===== config.mk =====
export PLATFORM = sky130hd
export DESIGN_NAME = video_vram_arbiter
export DESIGN_NICKNAME = d
export VERILOG_FILES = /design/src/rtl/video_vram_arbiter.sv
export SDC_FILE = /design/constraint.sdc
export NUM_CORES = 1
export LEC_CHECK = 0
export ABC_CLOCK_PERIOD_IN_PS = 5800
export CORE_ASPECT_RATIO = 1.2
export CORE_MARGIN = 2
export CORE_UTILIZATION = 47
export CTS_BUF_LIST = sky130_fd_sc_hd__clkbuf_8
export CTS_CLUSTER_SIZE = 16
export DETAILED_ROUTE_END_ITERATION = 7
export PLACE_DENSITY = 0.89
export RECOVER_POWER = 100
export SYNTH_ARGS = -nofsm -noshare
export SYNTH_HDL_FRONTEND = slang
export SYNTH_SLANG_ARGS = --single-unit
export TNS_END_PERCENT = 30

===== constraint.sdc =====
create_clock -name I_vid_clock -period 5.8 [get_ports I_vid_clock]
set_clock_uncertainty 0.2 [all_clocks]
set_input_delay 1.16 -clock I_vid_clock [delete_from_list [all_inputs] [get_ports I_vid_clock]]
set_output_delay 1.16 -clock I_vid_clock [all_outputs]
set_load 0.02 [all_outputs]

===== src/rtl/video_vram_arbiter.sv =====
// video_vram_arbiter: shares the PPU VRAM bus between render fetches (priority) and CPU $2007 accesses
module video_vram_arbiter #(
  parameter int               P_addr_width = 14,
  parameter int               P_data_width = 8,
  parameter logic [5:0]       P_pal_base   = 6'h3F
) (
  input  logic                    I_vid_clock,
  input  logic                    I_reset_n,
  input  logic                    I_clk_rise,
  input  logic                    I_is_rendering,
  input  logic                    I_ren_req,
  input  logic [P_addr_width-1:0] I_ren_addr,
  output logic [P_data_width-1:0] O_ren_data,
  output logic                    O_ren_valid,
  input  logic                    I_cpu_rd,
  input  logic                    I_cpu_wr,
  input  logic [P_data_width-1:0] I_cpu_wdata,
  input  logic [P_addr_width-1:0] I_vaddr,
  output logic [P_data_width-1:0] O_cpu_rdata,
  output logic                    O_cpu_busy,
  output logic                    O_v_incr,
  output logic                    O_v_incr_hv,
  output logic [P_addr_width-1:0] O_mem_addr,
  output logic                    O_mem_rd,
  output logic                    O_mem_wr,
  output logic [P_data_width-1:0] O_mem_wdata,
  input  logic [P_data_width-1:0] I_mem_rdata
);
  typedef enum logic [2:0] {S_IDLE, S_WR, S_RD_A, S_RD_D, S_PAL_A, S_PAL_D} state_e;
  localparam logic [P_addr_width-1:0] L_pal_mask = P_addr_width'('h2FFF);
  state_e                  state_q, state_d;
  logic                    pend_q, pend_d, kind_q, kind_d, ren_valid_q, ren_valid_d;
  logic [P_addr_width-1:0] addr_q, addr_d, cpu_addr;
  logic [P_data_width-1:0] wdata_q, wdata_d, buf_q, buf_d, rdata_q, rdata_d;
  logic                    cpu_rd_en, cpu_wr_en;
  always_ff @(posedge I_vid_clock or negedge I_reset_n) begin
    if (!I_reset_n) begin
      state_q     <= S_IDLE;
      pend_q      <= 1'b0;
      kind_q      <= 1'b0;
      ren_valid_q <= 1'b0;
      addr_q      <= '0;
      wdata_q     <= '0;
      buf_q       <= '0;
      rdata_q     <= '0;
    end else begin
      state_q     <= state_d;
      pend_q      <= pend_d;
      kind_q      <= kind_d;
      ren_valid_q <= ren_valid_d;
      addr_q      <= addr_d;
      wdata_q     <= wdata_d;
      buf_q       <= buf_d;
      rdata_q     <= rdata_d;
    end
  end
  always_comb begin
    state_d     = state_q;
    pend_d      = pend_q;
    kind_d      = kind_q;
    addr_d      = addr_q;
    wdata_d     = wdata_q;
    buf_d       = buf_q;
    rdata_d     = rdata_q;
    ren_valid_d = I_clk_rise ? (I_is_rendering & I_ren_req) : ren_valid_q;
    O_v_incr    = 1'b0;
    O_v_incr_hv = 1'b0;
    cpu_rd_en   = (state_q == S_RD_A) || (state_q == S_PAL_A);
    cpu_wr_en   = (state_q == S_WR);
    cpu_addr    = (state_q == S_PAL_A) ? (addr_q & L_pal_mask) : addr_q;
    // kind_q=1 marks a write; a simultaneous rd+wr is treated as a write
    if (!pend_q && (I_cpu_rd || I_cpu_wr)) begin
      pend_d  = 1'b1;
      kind_d  = I_cpu_wr;
      addr_d  = I_vaddr;
      wdata_d = I_cpu_wdata;
    end
    if (I_clk_rise) begin
      if (I_is_rendering) begin
        // render took the bus: abort any in-flight op, or retire a new request without a bus cycle
        if (state_q != S_IDLE) begin
          state_d = S_IDLE;
          pend_d  = 1'b0;
        end else if (pend_q) begin
          O_v_incr_hv = 1'b1;
          pend_d      = 1'b0;
          rdata_d     = kind_q ? rdata_q : buf_q;
        end
      end else begin
        case (state_q)
          S_IDLE: if (pend_q) begin
            O_v_incr = 1'b1;
            state_d  = kind_q ? S_WR : S_RD_A;
          end
          S_WR: begin
            state_d = S_IDLE;
            pend_d  = 1'b0;
          end
          S_RD_A: state_d = (addr_q[P_addr_width-1:8] == P_pal_base) ? S_PAL_A : S_RD_D;
          S_RD_D: begin
            rdata_d = buf_q;
            buf_d   = I_mem_rdata;
            state_d = S_IDLE;
            pend_d  = 1'b0;
          end
          // palette data goes straight to the CPU; the mirrored nametable byte refills the buffer
          S_PAL_A: begin
            rdata_d = I_mem_rdata;
            state_d = S_PAL_D;
          end
          S_PAL_D: begin
            buf_d   = I_mem_rdata;
            state_d = S_IDLE;
            pend_d  = 1'b0;
          end
          default: state_d = S_IDLE;
        endcase
      end
    end
  end
  assign O_mem_addr  = I_is_rendering ? I_ren_addr : cpu_addr;
  assign O_mem_rd    = I_is_rendering ? I_ren_req : cpu_rd_en;
  assign O_mem_wr    = !I_is_rendering && cpu_wr_en;
  assign O_mem_wdata = O_mem_wr ? wdata_q : '0;
  assign O_ren_valid = ren_valid_q;
  assign O_ren_data  = ren_valid_q ? I_mem_rdata : '0;
  assign O_cpu_rdata = rdata_q;
  assign O_cpu_busy  = pend_q;
endmodule


==> flow_metrics.tcl, run 1 <==
set metrics [dict create \
    cts_tree "done" \
    ys_types 30 \
    drtAntennaViolNets 0 \
    reg2reg_from "state_q[1]" \
    drt_iter0_drc 28 \
    dpl.hpwl_um 3880 \
    hold_viol_final 0 \
    grt_pass1_vias 1833 \
    critical_path_required_ns 4.44 \
    slew_violations 78 \
    use_met2_pct 35.0 \
    antenna_found_initial 0 \
    synth-seq-cells 44 \
    grt_use_met1_pct 25.0 \
    crit_fanout 13 \
    grt_setup_unrepaired "false" \
    syn_inst 173 \
    vias 1703 \
    crit_chain "dlygate4sd3_1 > clkbuf_1 > mux2_2 > dlygate4sd3_1" \
    hold_depth 1 \
    hold_start "wdata_q[3]" \
    end_kind "output pin" \
    grt_pass1_wl_um 8470 \
    yosysTopAreaCell "dfrtp_1" \
    status "finished with violations" \
    grt_usage_pct 21.3 \
    min_to "wdata_q[3]" \
    dieArea_um2 5250 \
    critical-path-top-delay-family "buffers and inverters" \
    clk_latency_ns 0.30 \
    synth-warning-count 0 \
    drc 0 \
    hp-class "reg -> reg" \
    path_common_cell "dlygate4sd3_1" \
    synth_top_area_share_pct 50.0 \
    powerDensity_nw_per_um2 424 \
    antenna_cells 0 \
    period_needed_ns 4.95 \
    grt_busiest_layer "met2" \
    avgViaCountPerCell 5.21 \
    worst_path_max_delay_cell "dlygate4sd3_1" \
    rr_worst_depth 4 \
    first_pass_iters 4 \
    final.period_utilization_pct 85.3 \
    numCtsBuffers 5 \
    cts_setup_buffers 0 \
    rrSetupSlack_ns 2.96 \
    met3_usage_pct 7.79 \
    synth.area.top_cells "dfrtp_1 50%, mux2_2 31%, and2_1 4.5%" \
    cts_hold_buf 0 \
    routed_wirelength_um 5100 \
    cap_violations 3 \
    clock_path_buffers 2 \
    globalRouteOverflowTotal 0 \
    slowest_delay_ns 0.85 \
    avgRoutedWirePerCell_um 15.6 \
    clock-sinks 44 \
    portBuffers 94 \
    relSlewSlack_pct -53.2 \
    path_buf_inv 3 \
    ctsResizeCount 0 \
    gp_congestion 0.857 \
    area_growth_pct 49.0 \
    coreArea_um2 4560 \
    rr_endpoint "buf_q[0]" \
    clk_pin_slew_ns 0.08 \
    grt_max_degree 45 \
    drive_gt1_share_pct 26.4 \
    crit_type "in -> out" \
    start_util_pct 48.3 \
    synth.net_count 224 \
    cp-start-kind "input port" \
    worst_pin_slew_ns 2.30 \
    p_leak_nw 1.42 \
    root_buffer "clkbuf_8" \
    peakVddDrop_mv 0.237 \
    arrival_ns 3.59 \
    final_nets 319 \
    die_h_um 79.0 \
    synth_area_per_cell_um2 12.7 \
    whs_ns 0.303 \
    fmax_ghz 0.202 \
    syn_area_um2 2200 \
    io_pins 95 \
    die_w_um 66.5 \
    tns_ns 0 \
    failed_checks "capacitance limit, slew limit" \
    rows 27 \
    htreeDepth 2 \
    yosysSeqAreaShare_pct 50.0 \
    finalSetupViolations 0 \
]
## logic make-up (layout without fill, tap and decap cells)
logic type | Yosys count | in the layout | share of synthesized area, %
buf+inv | 11 | 107 | 2.33
simple gates | 39 | 39 | 10.3
flops | 44 | 44 | 50.0
mux | 60 | 60 | 30.7
compound gates | 19 | 19 | 6.65
## power by group
| part | internal, mW | leakage, nW | switching, mW | total [mW] |
|---|---|---|---|---|
| combinational | 0.342 | 0.831 | 0.262 | 0.604 |
| clock | 0.127 | 0.0541 | 0.107 | 0.235 |
| sequential | 0.452 | 0.539 | 0.0989 | 0.551 |
| total | 0.921 | 1.42 | 0.468 | 1.39 |
## flip-flops by register name (all words and copies together), names as in the netlist
signal       cells
kind_q           1
addr_q          14
buf_q            8
O_cpu_rdata      8
state_q          3
wdata_q          8
O_ren_valid      1
O_cpu_busy       1
## per-layer routing
layer  up-vias  routed length (um)
li1        809                   -
met1       799                2050
met2        85                2490
met3        10                 458
met4         0                 108
met5         -                   0
## cell usage after synthesis
cell / n
mux2_2: 60
and2b_1: 1
or2_1: 1
o22ai_2: 1
nor3_2: 1
buf_6: 1
a21boi_4: 1
buf_2: 2
nor2_1: 3
nand2_1: 10
o22ai_1: 2
o2bb2ai_1: 1
or4_4: 1
and2_1: 16
nor4_1: 3
o31a_1: 2
a21oi_1: 3
o311ai_0: 1
dfrtp_1: 44
a31oi_1: 1
o32a_1: 1
clkbuf_1: 4
o21bai_1: 1
o41ai_1: 1
nor2b_1: 1
inv_1: 3
nor4_2: 1
buf_1: 1
o21ai_0: 4
nand4_1: 1
## worst max-delay path by stage
stage | from | to | cells after the start
floorplan | I_is_rendering | O_mem_wdata[0] | 3
detailed placement | I_is_rendering | O_v_incr_hv | 5
CTS | I_is_rendering | O_mem_wdata[7] | 5
finish | I_is_rendering | O_mem_addr[8] | 4
global placement | I_is_rendering | O_v_incr_hv | 5
global route | I_is_rendering | O_v_incr_hv | 5
## layout by cell type (no fill, tap or decap), types with 2 or more instances in the layout
master           netlist  routed
o21ai_0                4       4
and2_1                16      16
o22ai_1                2       2
inv_1                  3       3
clkdlybuf4s50_1        0      47
nor4_1                 3       4
o31a_1                 2       2
dfrtp_1               44      44
dlygate4sd3_1          0      46
clkbuf_1               4       2
nand2_1               10      10
mux2_2                60      59
nor2_1                 3       3
clkbuf_8               0       5
a21oi_1                3       3
## cell type report
cell class / instances / area, um^2
fill: 348 / 1280
sequential: 44 / 1100
multi-input combinational: 118 / 1040
timing repair buffer: 96 / 946
tap: 58 / 72.6
clock buffer: 5 / 68.8
clock inverter: 3 / 42.5
inverter: 3 / 11.3
## stage by stage
step | setup slack (ns) | area, um^2 | cells | total power [mW] | util, %
final | 0.853 | 3280 | 327 | 1.39 | 71.9
after detailed placement | 1.25 | 3190 | 319 | 1.20 | 69.9
after CTS | 1.25 | 3300 | 327 | 1.44 | 72.4
after global routing | 0.692 | 3280 | 327 | 1.48 | 71.9
after floorplan | 1.62 | 2200 | 173 | 0.940 | -
after global placement | 1.26 | 3190 | 319 | 1.18 | 69.9
No activity file was read; power rests on OpenSTA's default activity.
==> inputs of run 2 (changes only) <==
- HOLD_SLACK_MARGIN: not set -> 0.1
- SLEW_MARGIN: not set -> 10
==> results of run 2 <==
Final layout, timing and power as in run 1 (identical DEF).
